$ cat src/rtl/btb_write_arbiter_if.sv
// btb_write_arbiter_if
//   Bundles the request side (STALL, invalidate, ID allocations, IF touches) and the
//   single BTB array write port of the BTB write arbiter.
//   master : pipeline/array side; drives requests and observes the write port
//   slave  : the arbiter; consumes requests and drives the write port
interface btb_write_arbiter_if #(
  parameter int unsigned DEPTH_LOG2 = 9,
  parameter int unsigned TAG_W      = 21
);
  logic                  STALL;
  logic                  inv_req_IN;
  logic                  alloc_valid_IN;
  logic [DEPTH_LOG2-1:0] alloc_index_IN;
  logic [TAG_W-1:0]      alloc_tag_IN;
  logic [31:0]           alloc_target_IN;
  logic                  alloc_ready_OUT;
  logic                  touch_valid_IN;
  logic [DEPTH_LOG2-1:0] touch_index_IN;
  logic                  touch_way_IN;
  logic                  wr_en_OUT;
  logic [1:0]            wr_kind_OUT;
  logic [DEPTH_LOG2-1:0] wr_index_OUT;
  logic [TAG_W-1:0]      wr_tag_OUT;
  logic [31:0]           wr_target_OUT;
  logic                  wr_way_OUT;
  logic                  busy_OUT;
  logic                  touch_drop_OUT;

  modport master (
    output STALL, inv_req_IN,
    output alloc_valid_IN, alloc_index_IN, alloc_tag_IN, alloc_target_IN,
    input  alloc_ready_OUT,
    output touch_valid_IN, touch_index_IN, touch_way_IN,
    input  wr_en_OUT, wr_kind_OUT, wr_index_OUT, wr_tag_OUT, wr_target_OUT, wr_way_OUT,
    input  busy_OUT, touch_drop_OUT
  );

  modport slave (
    input  STALL, inv_req_IN,
    input  alloc_valid_IN, alloc_index_IN, alloc_tag_IN, alloc_target_IN,
    output alloc_ready_OUT,
    input  touch_valid_IN, touch_index_IN, touch_way_IN,
    output wr_en_OUT, wr_kind_OUT, wr_index_OUT, wr_tag_OUT, wr_target_OUT, wr_way_OUT,
    output busy_OUT, touch_drop_OUT
  );
endinterface

$ cat src/rtl/btb_write_arbiter.sv
// btb_write_arbiter
//   Single write-port arbiter/sequencer for the 2-way, 2^DEPTH_LOG2-set BTB array.
//   Requesters: invalidation sweep (after reset or inv_req_IN), ID allocations (buffered
//   in a FIFO_DEPTH-entry FIFO with duplicate suppression) and IF LRU touches (never
//   queued; dropped with a touch_drop_OUT pulse when they cannot be issued).
// Ports
//   CLK    : clock, rising edge
//   RESET  : asynchronous, active-low reset
//   bus    : btb_write_arbiter_if.slave (requests in, registered write port out)
// Optional feature (macro BTB_ARB_STATS_EN)
//   Adds stat_touch_drops_OUT / stat_alloc_drops_OUT, saturating 16-bit drop counters.
module btb_write_arbiter #(
  parameter int unsigned DEPTH_LOG2 = 9,
  parameter int unsigned TAG_W      = 21,
  parameter int unsigned FIFO_DEPTH = 4
) (
  input  logic                      CLK,
  input  logic                      RESET,
  btb_write_arbiter_if.slave        bus
`ifdef BTB_ARB_STATS_EN
  ,
  output logic [15:0]               stat_touch_drops_OUT,
  output logic [15:0]               stat_alloc_drops_OUT
`endif
);

  localparam int unsigned PtrW = $clog2(FIFO_DEPTH);
  localparam int unsigned CntW = PtrW + 1;
  localparam logic [DEPTH_LOG2-1:0] LastIdx = '1;

  localparam logic [1:0] KindNone  = 2'b00;
  localparam logic [1:0] KindAlloc = 2'b01;
  localparam logic [1:0] KindTouch = 2'b10;
  localparam logic [1:0] KindInv   = 2'b11;

  typedef enum logic [0:0] {StSweep, StIdle} state_e;

  typedef struct packed {
    logic [DEPTH_LOG2-1:0] index;
    logic [TAG_W-1:0]      tag;
    logic [31:0]           target;
  } alloc_t;

  state_e                state_q, state_d;
  logic [DEPTH_LOG2-1:0] cnt_q, cnt_d;
  alloc_t                fifo_q [FIFO_DEPTH];
  alloc_t                fifo_d [FIFO_DEPTH];
  logic [PtrW-1:0]       rd_ptr_q, rd_ptr_d, wr_ptr_q, wr_ptr_d;
  logic [CntW-1:0]       count_q, count_d;
  logic                  wr_en_q, wr_en_d;
  logic [1:0]            wr_kind_q, wr_kind_d;
  logic [DEPTH_LOG2-1:0] wr_index_q, wr_index_d;
  logic [TAG_W-1:0]      wr_tag_q, wr_tag_d;
  logic [31:0]           wr_target_q, wr_target_d;
  logic                  wr_way_q, wr_way_d;
  logic                  busy_q, busy_d;
  logic                  touch_drop_q, touch_drop_d;

  alloc_t                in_alloc;
  logic                  ready, accept, dup;
  logic [PtrW-1:0]       off [FIFO_DEPTH];
  logic [DEPTH_LOG2-1:0] sweep_idx;
  logic                  alloc_issued, bypass, push, pop;

  assign in_alloc = '{index: bus.alloc_index_IN, tag: bus.alloc_tag_IN,
                      target: bus.alloc_target_IN};
  // A same-cycle pop does not free a slot: ready looks only at the current count.
  assign ready    = (state_q == StIdle) && (count_q != CntW'(FIFO_DEPTH));
  assign accept   = bus.alloc_valid_IN && ready;

  // Duplicate if it matches any live FIFO slot or the alloc write now on the port.
  always_comb begin
    dup = 1'b0;
    for (int unsigned s = 0; s < FIFO_DEPTH; s++) begin
      off[s] = PtrW'(s) - rd_ptr_q;
      if (({1'b0, off[s]} < count_q) && (fifo_q[s].index == in_alloc.index) &&
          (fifo_q[s].tag == in_alloc.tag)) begin
        dup = 1'b1;
      end
    end
    if (wr_en_q && (wr_kind_q == KindAlloc) && (wr_index_q == in_alloc.index) &&
        (wr_tag_q == in_alloc.tag)) begin
      dup = 1'b1;
    end
  end

  always_comb begin
    state_d      = state_q;
    cnt_d        = cnt_q;
    fifo_d       = fifo_q;
    rd_ptr_d     = rd_ptr_q;
    wr_ptr_d     = wr_ptr_q;
    count_d      = count_q;
    wr_en_d      = 1'b0;
    wr_kind_d    = KindNone;
    wr_index_d   = '0;
    wr_tag_d     = '0;
    wr_target_d  = '0;
    wr_way_d     = 1'b0;
    busy_d       = 1'b0;
    touch_drop_d = 1'b0;
    sweep_idx    = '0;
    alloc_issued = 1'b0;
    bypass       = 1'b0;
    push         = 1'b0;
    pop          = 1'b0;

    if (bus.inv_req_IN || (state_q == StSweep)) begin
      // A new request restarts the sweep from set 0; STALL is ignored here.
      sweep_idx    = bus.inv_req_IN ? '0 : cnt_q;
      wr_en_d      = 1'b1;
      wr_kind_d    = KindInv;
      wr_index_d   = sweep_idx;
      busy_d       = 1'b1;
      cnt_d        = sweep_idx + 1'b1;
      state_d      = (sweep_idx == LastIdx) ? StIdle : StSweep;
      touch_drop_d = bus.touch_valid_IN;
      rd_ptr_d     = '0;
      wr_ptr_d     = '0;
      count_d      = '0;
    end else begin
      if (!bus.STALL) begin
        if (count_q != '0) begin
          pop          = 1'b1;
          alloc_issued = 1'b1;
          wr_en_d      = 1'b1;
          wr_kind_d    = KindAlloc;
          wr_index_d   = fifo_q[rd_ptr_q].index;
          wr_tag_d     = fifo_q[rd_ptr_q].tag;
          wr_target_d  = fifo_q[rd_ptr_q].target;
        end else if (accept && !dup) begin
          bypass       = 1'b1;
          alloc_issued = 1'b1;
          wr_en_d      = 1'b1;
          wr_kind_d    = KindAlloc;
          wr_index_d   = in_alloc.index;
          wr_tag_d     = in_alloc.tag;
          wr_target_d  = in_alloc.target;
        end else if (bus.touch_valid_IN) begin
          wr_en_d      = 1'b1;
          wr_kind_d    = KindTouch;
          wr_index_d   = bus.touch_index_IN;
          wr_way_d     = bus.touch_way_IN;
        end
      end
      touch_drop_d = bus.touch_valid_IN && (bus.STALL || alloc_issued);
      push         = accept && !dup && !bypass;
      if (pop) begin
        rd_ptr_d = rd_ptr_q + 1'b1;
      end
      if (push) begin
        fifo_d[wr_ptr_q] = in_alloc;
        wr_ptr_d         = wr_ptr_q + 1'b1;
      end
      count_d = count_q + CntW'(push) - CntW'(pop);
    end
  end

`ifdef BTB_ARB_STATS_EN
  logic [15:0] stat_touch_q, stat_touch_d, stat_alloc_q, stat_alloc_d;

  // Duplicates count as accepted, so only not-ready discards bump the alloc counter.
  always_comb begin
    stat_touch_d = stat_touch_q;
    stat_alloc_d = stat_alloc_q;
    if (touch_drop_d && (stat_touch_q != 16'hFFFF)) begin
      stat_touch_d = stat_touch_q + 16'd1;
    end
    if (bus.alloc_valid_IN && !ready && (stat_alloc_q != 16'hFFFF)) begin
      stat_alloc_d = stat_alloc_q + 16'd1;
    end
  end

  always_ff @(posedge CLK or negedge RESET) begin
    if (!RESET) begin
      stat_touch_q <= '0;
      stat_alloc_q <= '0;
    end else begin
      stat_touch_q <= stat_touch_d;
      stat_alloc_q <= stat_alloc_d;
    end
  end

  assign stat_touch_drops_OUT = stat_touch_q;
  assign stat_alloc_drops_OUT = stat_alloc_q;
`endif

  always_ff @(posedge CLK or negedge RESET) begin
    if (!RESET) begin
      state_q      <= StSweep;
      cnt_q        <= '0;
      fifo_q       <= '{default: '0};
      rd_ptr_q     <= '0;
      wr_ptr_q     <= '0;
      count_q      <= '0;
      wr_en_q      <= 1'b0;
      wr_kind_q    <= KindNone;
      wr_index_q   <= '0;
      wr_tag_q     <= '0;
      wr_target_q  <= '0;
      wr_way_q     <= 1'b0;
      busy_q       <= 1'b1;
      touch_drop_q <= 1'b0;
    end else begin
      state_q      <= state_d;
      cnt_q        <= cnt_d;
      fifo_q       <= fifo_d;
      rd_ptr_q     <= rd_ptr_d;
      wr_ptr_q     <= wr_ptr_d;
      count_q      <= count_d;
      wr_en_q      <= wr_en_d;
      wr_kind_q    <= wr_kind_d;
      wr_index_q   <= wr_index_d;
      wr_tag_q     <= wr_tag_d;
      wr_target_q  <= wr_target_d;
      wr_way_q     <= wr_way_d;
      busy_q       <= busy_d;
      touch_drop_q <= touch_drop_d;
    end
  end

  assign bus.alloc_ready_OUT = ready;
  assign bus.wr_en_OUT       = wr_en_q;
  assign bus.wr_kind_OUT     = wr_kind_q;
  assign bus.wr_index_OUT    = wr_index_q;
  assign bus.wr_tag_OUT      = wr_tag_q;
  assign bus.wr_target_OUT   = wr_target_q;
  assign bus.wr_way_OUT      = wr_way_q;
  assign bus.busy_OUT        = busy_q;
  assign bus.touch_drop_OUT  = touch_drop_q;

endmodule

$ cat src/flat_wrapper.sv
// flat-port wrapper written by rule: the top's interface ports become plain ports
module btb_write_arbiter_flat 
#(
  parameter int unsigned DEPTH_LOG2 = 9,
  parameter int unsigned TAG_W      = 21,
  parameter int unsigned FIFO_DEPTH = 4
)
  (CLK, RESET, bus_STALL, bus_inv_req_IN, bus_alloc_valid_IN, bus_alloc_index_IN, bus_alloc_tag_IN, bus_alloc_target_IN, bus_alloc_ready_OUT, bus_touch_valid_IN, bus_touch_index_IN, bus_touch_way_IN, bus_wr_en_OUT, bus_wr_kind_OUT, bus_wr_index_OUT, bus_wr_tag_OUT, bus_wr_target_OUT, bus_wr_way_OUT, bus_busy_OUT, bus_touch_drop_OUT);
  btb_write_arbiter_if #(.DEPTH_LOG2(DEPTH_LOG2), .TAG_W(TAG_W)) bus_i ();
  input  logic CLK;
  input  logic RESET;
  input wire logic [$bits(bus_i.STALL)-1:0] bus_STALL;
  input wire logic [$bits(bus_i.inv_req_IN)-1:0] bus_inv_req_IN;
  input wire logic [$bits(bus_i.alloc_valid_IN)-1:0] bus_alloc_valid_IN;
  input wire logic [$bits(bus_i.alloc_index_IN)-1:0] bus_alloc_index_IN;
  input wire logic [$bits(bus_i.alloc_tag_IN)-1:0] bus_alloc_tag_IN;
  input wire logic [$bits(bus_i.alloc_target_IN)-1:0] bus_alloc_target_IN;
  output wire logic [$bits(bus_i.alloc_ready_OUT)-1:0] bus_alloc_ready_OUT;
  input wire logic [$bits(bus_i.touch_valid_IN)-1:0] bus_touch_valid_IN;
  input wire logic [$bits(bus_i.touch_index_IN)-1:0] bus_touch_index_IN;
  input wire logic [$bits(bus_i.touch_way_IN)-1:0] bus_touch_way_IN;
  output wire logic [$bits(bus_i.wr_en_OUT)-1:0] bus_wr_en_OUT;
  output wire logic [$bits(bus_i.wr_kind_OUT)-1:0] bus_wr_kind_OUT;
  output wire logic [$bits(bus_i.wr_index_OUT)-1:0] bus_wr_index_OUT;
  output wire logic [$bits(bus_i.wr_tag_OUT)-1:0] bus_wr_tag_OUT;
  output wire logic [$bits(bus_i.wr_target_OUT)-1:0] bus_wr_target_OUT;
  output wire logic [$bits(bus_i.wr_way_OUT)-1:0] bus_wr_way_OUT;
  output wire logic [$bits(bus_i.busy_OUT)-1:0] bus_busy_OUT;
  output wire logic [$bits(bus_i.touch_drop_OUT)-1:0] bus_touch_drop_OUT;
  assign bus_i.STALL = bus_STALL;
  assign bus_i.inv_req_IN = bus_inv_req_IN;
  assign bus_i.alloc_valid_IN = bus_alloc_valid_IN;
  assign bus_i.alloc_index_IN = bus_alloc_index_IN;
  assign bus_i.alloc_tag_IN = bus_alloc_tag_IN;
  assign bus_i.alloc_target_IN = bus_alloc_target_IN;
  assign bus_alloc_ready_OUT = bus_i.alloc_ready_OUT;
  assign bus_i.touch_valid_IN = bus_touch_valid_IN;
  assign bus_i.touch_index_IN = bus_touch_index_IN;
  assign bus_i.touch_way_IN = bus_touch_way_IN;
  assign bus_wr_en_OUT = bus_i.wr_en_OUT;
  assign bus_wr_kind_OUT = bus_i.wr_kind_OUT;
  assign bus_wr_index_OUT = bus_i.wr_index_OUT;
  assign bus_wr_tag_OUT = bus_i.wr_tag_OUT;
  assign bus_wr_target_OUT = bus_i.wr_target_OUT;
  assign bus_wr_way_OUT = bus_i.wr_way_OUT;
  assign bus_busy_OUT = bus_i.busy_OUT;
  assign bus_touch_drop_OUT = bus_i.touch_drop_OUT;
  btb_write_arbiter #(.DEPTH_LOG2(DEPTH_LOG2), .TAG_W(TAG_W), .FIFO_DEPTH(FIFO_DEPTH)) u_core (.CLK(CLK), .RESET(RESET), .bus(bus_i));
endmodule
$ cat config.mk
export PLATFORM = sky130hd
export DESIGN_NAME = btb_write_arbiter_flat
export DESIGN_NICKNAME = d
export VERILOG_FILES = /design/src/rtl/btb_write_arbiter_if.sv /design/src/rtl/btb_write_arbiter.sv /design/src/flat_wrapper.sv
export SDC_FILE = /design/constraint.sdc
export NUM_CORES = 1
export LEC_CHECK = 0
export ABC_AREA = 1
export CAP_MARGIN = 15
export CORE_ASPECT_RATIO = 1.25
export CORE_MARGIN = 3
export CORE_UTILIZATION = 50
export CTS_CLUSTER_DIAMETER = 120
export DETAILED_ROUTE_END_ITERATION = 16
export DONT_BUFFER_PORTS = 1
export HOLD_SLACK_MARGIN = 0.1
export PLACE_DENSITY = 0.72
export SYNTH_ARGS = -nofsm -noshare
export SYNTH_HDL_FRONTEND = slang
export SYNTH_SLANG_ARGS = --single-unit
$ cat constraint.sdc
create_clock -name CLK -period 3.1 [get_ports CLK]
set_input_delay 0.31 -clock CLK [delete_from_list [all_inputs] [get_ports CLK]]
set_output_delay 0.31 -clock CLK [all_outputs]
set_load 0.005 [all_outputs]
After elaboration in Yosys (flattened, before gate mapping)
Cells that the tools add are included.

Bits of input ports: 78. Output and inout bits: 69. Flip-flop bits (word level): 333.

Equality and inequality tests: 13. Muxes and demuxes: 58. Reductions and logical operators: 25. $lt $le $gt $ge: 7. Bitwise operators: 4. Add/sub/neg operators: 9.

Operators with widths (count): 248-bit bitwise mux (1); 62-bit two-way mux (3); 32-bit two-way mux (4); 62-bit binary-select mux with 2-bit select (1); 62-bit demux with 2-bit select (1); 21-bit == test (5); 21-bit two-way mux (4); 9-bit two-way mux (6); 9-bit == test (5); 1-bit two-way mux (28); 2-bit two-way mux (9); 1-bit logical AND (17); 2-bit by 3-bit < comparator with 1-bit output (4); 9-bit by 1-bit adder with 9-bit output, second input constant (1); 9-bit == test, second input constant (1); 3-bit greater-or-equal comparator, second input constant (2); 2-bit NOT with 3-bit output (2); 2-bit by 1-bit adder with 2-bit output, second input constant (2); 2-bit nonzero test (2); 1-bit by 2-bit subtractor with 2-bit output, first input constant (2); 2-bit subtractor, first input constant (2); 3-bit by 1-bit adder with 3-bit output (1); 3-bit by 1-bit < comparator with 1-bit output, second input constant (1); 3-bit two-way mux (1); other kinds (8) (11).

Longest topological paths before layout
Word-level depth: 20. Mapped depth: 20.

Worst setup path after synthesis
OpenSTA, ideal clock, no wires.

Path type: register -> register. Start point: register u_core.rd_ptr_q[0]. End point: register u_core.count_q[2]. Period minus slack after synthesis: 2761 ps. Path buffers: 0. Cell stages (with the launch flop): 21. Data arrival time: 2675 ps. Slack: 339 ps. Setup time: 86 ps. Cell sequence: dfrtp_1 nand2_1 inv_1 nor2_1 inv_1 ha_1 nand2_1 nand2_1 nand2_1 nand3_1 nor2_1 nand3_2 inv_2 nor2_8 nand2_4 nor2_4 ha_1 inv_1 fa_1 and3_1 nor3_1.

Longest elaborated chain between the ends: 20. Elaborated cells on any way between the ends: 32.

Ends and longest elaborated chain: from (decl) (line btb_write_arbiter.sv:48) `logic [PtrW-1:0] rd_ptr_q, rd_ptr_d, wr_ptr_q, wr_ptr_d;`; from (signal assigned) (line btb_write_arbiter.sv:208) `rd_ptr_q <= rd_ptr_d;`; 1-bit by 2-bit subtractor with 2-bit output (line btb_write_arbiter.sv:75) `off[s] = PtrW'(s) - rd_ptr_q;`; 2-bit by 3-bit < comparator with 1-bit output (line btb_write_arbiter.sv:76) `if (({1'b0, off[s]} < count_q) && (fifo_q[s].index == in_alloc.index) &&`; 1-bit logical AND (2 in series) (line btb_write_arbiter.sv:76); 1-bit two-way mux (3 in series) (line btb_write_arbiter.sv:76); 1-bit two-way mux * (line btb_write_arbiter.sv:76); 1-bit two-way mux * (line btb_write_arbiter.sv:81) `if (wr_en_q && (wr_kind_q == KindAlloc) && (wr_index_q == in_alloc.index) &&`; 1-bit zero test * (line btb_write_arbiter.sv:131, btb_write_arbiter.sv:147); 1-bit logical AND * (line btb_write_arbiter.sv:131, btb_write_arbiter.sv:147); [2 not listed]; 1-bit two-way mux (line btb_write_arbiter.sv:122) `if (!bus.STALL) begin`; 1-bit two-way mux (line btb_write_arbiter.sv:108) `if (bus.inv_req_IN || (state_q == StSweep)) begin`; 1-bit zero test (line btb_write_arbiter.sv:147) `push = accept && !dup && !bypass;`; 1-bit logical AND * (line btb_write_arbiter.sv:147); 3-bit by 1-bit adder with 3-bit output * (line btb_write_arbiter.sv:155) `count_d = count_q + CntW'(push) - CntW'(pop);`; 3-bit by 1-bit subtractor with 3-bit output * (line btb_write_arbiter.sv:155); 3-bit two-way mux * (line btb_write_arbiter.sv:108); net u_core.count_d[2] (line btb_write_arbiter.sv:49) `logic [CntW-1:0] count_q, count_d;`; to (signal assigned) (line btb_write_arbiter.sv:210) `count_q <= count_d;`; to (decl) (line btb_write_arbiter.sv:49).

Mark *: on every way through the listed nets, which the timed path passes. The rest lies on a longest branch. The select of a mux whose other input is x is not followed. A chain may end at the register's enable or synchronous reset.

Final worst setup path
Start point: register u_core.rd_ptr_q[0]. End point: register u_core.fifo_q[80] (netlist bit).

Longest elaborated chain between the ends: 18. Elaborated cells on any way between the ends: 30.

Ends and longest elaborated chain: 1-bit by 2-bit subtractor with 2-bit output (line btb_write_arbiter.sv:75); 2-bit by 3-bit < comparator with 1-bit output (line btb_write_arbiter.sv:76); 1-bit logical AND (2 in series) (line btb_write_arbiter.sv:76); 1-bit two-way mux (3 in series) (line btb_write_arbiter.sv:76); 1-bit two-way mux * (line btb_write_arbiter.sv:76); 1-bit two-way mux * (line btb_write_arbiter.sv:81); 1-bit zero test * (line btb_write_arbiter.sv:131, btb_write_arbiter.sv:147); 1-bit logical AND * (line btb_write_arbiter.sv:131, btb_write_arbiter.sv:147); 1-bit two-way mux (line btb_write_arbiter.sv:131) `end else if (accept && !dup) begin`; 1-bit two-way mux (line btb_write_arbiter.sv:123) `if (count_q != '0) begin`; 1-bit two-way mux (line btb_write_arbiter.sv:122); 1-bit two-way mux (line btb_write_arbiter.sv:108); 1-bit zero test (line btb_write_arbiter.sv:147); 1-bit logical AND * (line btb_write_arbiter.sv:147); 2-bit AND reduction (no line) *; to (signal assigned) (line btb_write_arbiter.sv:207) `fifo_q <= fifo_d;`; to (decl) (line btb_write_arbiter.sv:46) `alloc_t fifo_q [FIFO_DEPTH];`.

Mark *: on every way between the ends. The rest lies on a longest branch, timed or not. The select of a mux whose other input is x is not followed.

==> run_results.csv <==
group,metric,value,unit
sta,setup_viol,134,
global_route,grt_overflow,0,
sta,max_slew.worst_pin.slew,1.21,ns
synth,synth.top_cell.area_share,0.484,
sta,finalCritPeriodShare,1.03,
power_and_ir_drop,power.density,470,nW/um^2
cells_and_area,fin_area,19100,um^2
die,die_h,213,um
clock_tree,ctsHoldBuffers,67,
worst_setup_path,worst-path-max-fanout,31,
cells_and_area,post-route-util,0.566,
placement,place_hpwl,29400,um
sta,hold_viol,333,
placement,portBuffers,0,
die,rows,75,
worst_hold_path,hp-class,"in2async",
cells_and_area,mostFrequentLayoutCells,"nand2_1, dfrtp_1, nor2_1, o22ai_1, inv_1",
clock_tree,clock_path_buffers,3,
worst_setup_path,cp_top_family,"simple AND/OR/NAND/NOR gates",
power_and_ir_drop,leakagePower,9.84,nW
synth,ys_ff_latch,333,
worst_setup_path,cpPeakStageDelay,0.94,ns
synth,synth_top_cell_by_area,"dfrtp_1",
run,drv_cap,0,
outcome,status,"finished, violations left",
cells_and_area,final_nets,2289,
detailed_routing,ant_nets,0,
sta,rsz0062_at_grt,"yes",
outcome,violations,"hold timing, setup timing",
worst_setup_path,crit_required,3.56,ns
synth,ys_seq_area_frac,0.485,
cells_and_area,layout_commonest_cell,"nand2_1",
cells_and_area,antenna_cells,0,
detailed_routing,viasPerCell,5.63,
placement,dp.cells,2514,
placement,routabilityCongestion,0.867,
detailed_routing,drtIter0Drc,1474,
cells_and_area,drive_above_1_share,0.0599,
placement,post-place-ws,-0.0608,ns
clock_tree,cts_root_buf,"clkbuf_16",
die,die_area,36600,um^2
detailed_routing,post_drt_wl_per_cell,19.8,um
synth,syn_area_per_cell,7.85,um^2
sta,period_needed,3.18,ns
global_route,antenna_found_initial,0,
die,initial_core_util,0.510,
sta,clock.fmax,0.315,GHz
synth,yosys_warnings,0,
die,die_w,172,um
clock_tree,numCtsBuffers,36,
clock_tree,clk_pin_slew,0.07,ns
global_route,grt_max_degree,334,
sta,final.setup_skew,0.0149,ns
detailed_routing,dr.pass1.iters,5,
sta,final.setup.tns,-4.28,ns
detailed_routing,postRouteWirelength,52200,um
synth,yosys-top-cells-area,"dfrtp_1, nand2_1, xnor2_1",
die,num_io_pins,147,
clock_tree,clock_latency,0.54,ns
clock_tree,cts_tree,"yes",
global_route,grt_pass1_wl,81200,um
sta,hold_ws,-0.509,ns
detailed_routing,vias,14887,
synth,syn-num-nets,2280,
global_route,grt_pass1_vias,15012,
synth,yosysUniqueCellTypes,38,
sta,drv_slew,0,
worst_setup_path,crit_buf_inv,1,
global_route,track_usage,0.281,
cells_and_area,syn_to_final_growth,11.0,%
placement,post_dp_cell_area,17200,um^2
synth,syn_area,17200,um^2
worst_setup_path,setup.worst_path.end_class,"flop",
detailed_routing,drc,0,
sta,worst_slew_margin_rel,0.192,
clock_tree,cts.htree.levels,2,
power_and_ir_drop,design_power_total,8.97,mW
power_and_ir_drop,ir_worst_vdd,0.000351,V
worst_setup_path,crit_type,"reg2reg",
worst_setup_path,setup.worst_path.start_class,"flop",
sta,timing.final.ws_setup,-0.0787,ns
worst_setup_path,slowest_stage,"nor2_4",
worst_setup_path,crit_arrival,3.64,ns
cells_and_area,layout.cells.non_filler,2644,
die,coreArea,33700,um^2
worst_setup_path,path_cells,"nor2_2, nor2_4, ha_1, nand2_1, nand2_1, nand2_1, nand3_1, nor2_1, nand3_2, inv_2, nor2_8, nand2_4, nor2_4, nand2_8, nor2_4, nand2_2, nand2_1",
clock_tree,clock_sinks,333,
synth,syn-instance-count,2189,
worst_setup_path,timing.critical_path.mode_cell,"nand2_1",
-- synthesized netlist by cell type (all sizes together) --
master	count
nand2	1019
dfrtp	332
nor2	145
o22ai	118
inv	111
xnor2	101
nand3	85
buf	84
a21oi	57
clkbuf	47
xor2	26
ha	12
nand4	12
o21ai	10
o21bai	9
o211ai	6
nor3	4
clkinv	2
a221oi	1
a31oi	1
and2	1
and3	1
dfstp	1
fa	1
nor4	1
o21a	1
or2	1
-- layer usage --
| layer | up-vias | track usage | part of all wire |
|---|---|---|---|
| met4 | 0 | 0.126 | 0.043 |
| met1 | 7174 | 0.364 | 0.39 |
| li1 | 6901 | - | - |
| met3 | 141 | 0.0431 | 0.077 |
| met5 | - | 0 | 0 |
| met2 | 671 | 0.469 | 0.49 |
-- flip-flops by register name, summed over array words and instances, names as in the netlist --
register and cells:
u_core.bus.wr_tag_OUT 21, u_core.rd_ptr_q 2, u_core.bus.wr_kind_OUT 2, u_core.bus.wr_en_OUT 1, u_core.count_q 3, u_core.bus.touch_drop_OUT 1, u_core.wr_ptr_q 2, u_core.fifo_q 248
u_core.cnt_q 9, u_core.state_q 1, u_core.bus.busy_OUT 1, u_core.bus.wr_target_OUT 32, u_core.bus.wr_index_OUT 9, u_core.bus.wr_way_OUT 1
-- power breakdown --
group / internal, mW / total (mW) / leakage (nW) / switching [mW]
logic: 0.170 / 0.370 / 4.66 / 0.200
registers: 4.37 / 4.39 / 4.62 / 0.0181
clock network: 2.44 / 4.22 / 0.559 / 1.77
-- what timing repair did --
action / 4_1_cts / 5_1_grt
pin swaps: 0 / 49
cloned: 0 / 2
setup buffers: 0 / 0
setup endpoints to repair: 213 / 249
hold endpoints to repair: 653 / 333
gates resized for setup: 7 / 5
-- logic make-up (layout without fill, tap and decap cells) --
group | Yosys count | in the layout | share of synthesized area
and+or+nand+nor | 1269 | 1271 | 0.296
DFF | 333 | 333 | 0.485
buffers and inverters | 244 | 274 | 0.0740
AOI/OAI and AO/OA | 203 | 203 | 0.0703
xor gates and xnor gates | 127 | 127 | 0.0647
adders and majority gates | 13 | 13 | 0.00990
-- worst paths after layout --
| kind | slack [ns] | end | cells after the start | from |
|---|---|---|---|---|
| worst max-delay path | -0.08 | u_core.fifo_q[80] | 17 | u_core.rd_ptr_q[0] |
| worst min-delay path | -0.51 | u_core.bus.wr_index_OUT[6] | 0 | RESET |
| worst max register to register | -0.08 | u_core.fifo_q[80] | 17 | u_core.rd_ptr_q[0] |
| worst min register to register | 0.48 | u_core.fifo_q[81] | 2 | u_core.fifo_q[81] |
| max in group asynchronous | 2.82 | u_core.rd_ptr_q[0] | 0 | RESET |
| min in group CLK | 0.12 | u_core.bus.wr_index_OUT[2] | 6 | bus_alloc_index_IN[2] |
-- worst register-to-register path: stages (launching register included) --
cell,delay (ns)
dfrtp_2,0.44
nor2_2,0.24
nor2_4,0.08
ha_1,0.28
nand2_1,0.05
nand2_1,0.05
nand2_1,0.05
nand3_1,0.06
nor2_1,0.05
nand3_2,0.08
inv_2,0.06
nor2_8,0.12
nand2_4,0.06
nor2_4,0.15
nand2_8,0.15
nor2_4,0.94
nand2_2,0.12
nand2_1,0.12
-- final cells by class --
cell class                      count  area [um^2]
Fill cell                        3048        14600
Clock buffer                       52         1050
Sequential cell                   333         8340
Tap cell                          423          529
Inverter                          113          424
Multi-Input combinational cell   1614         7660
Timing Repair Buffer              100          997
Clock inverter                      9         83.8
No activity file was read; power rests on OpenSTA's default activity.
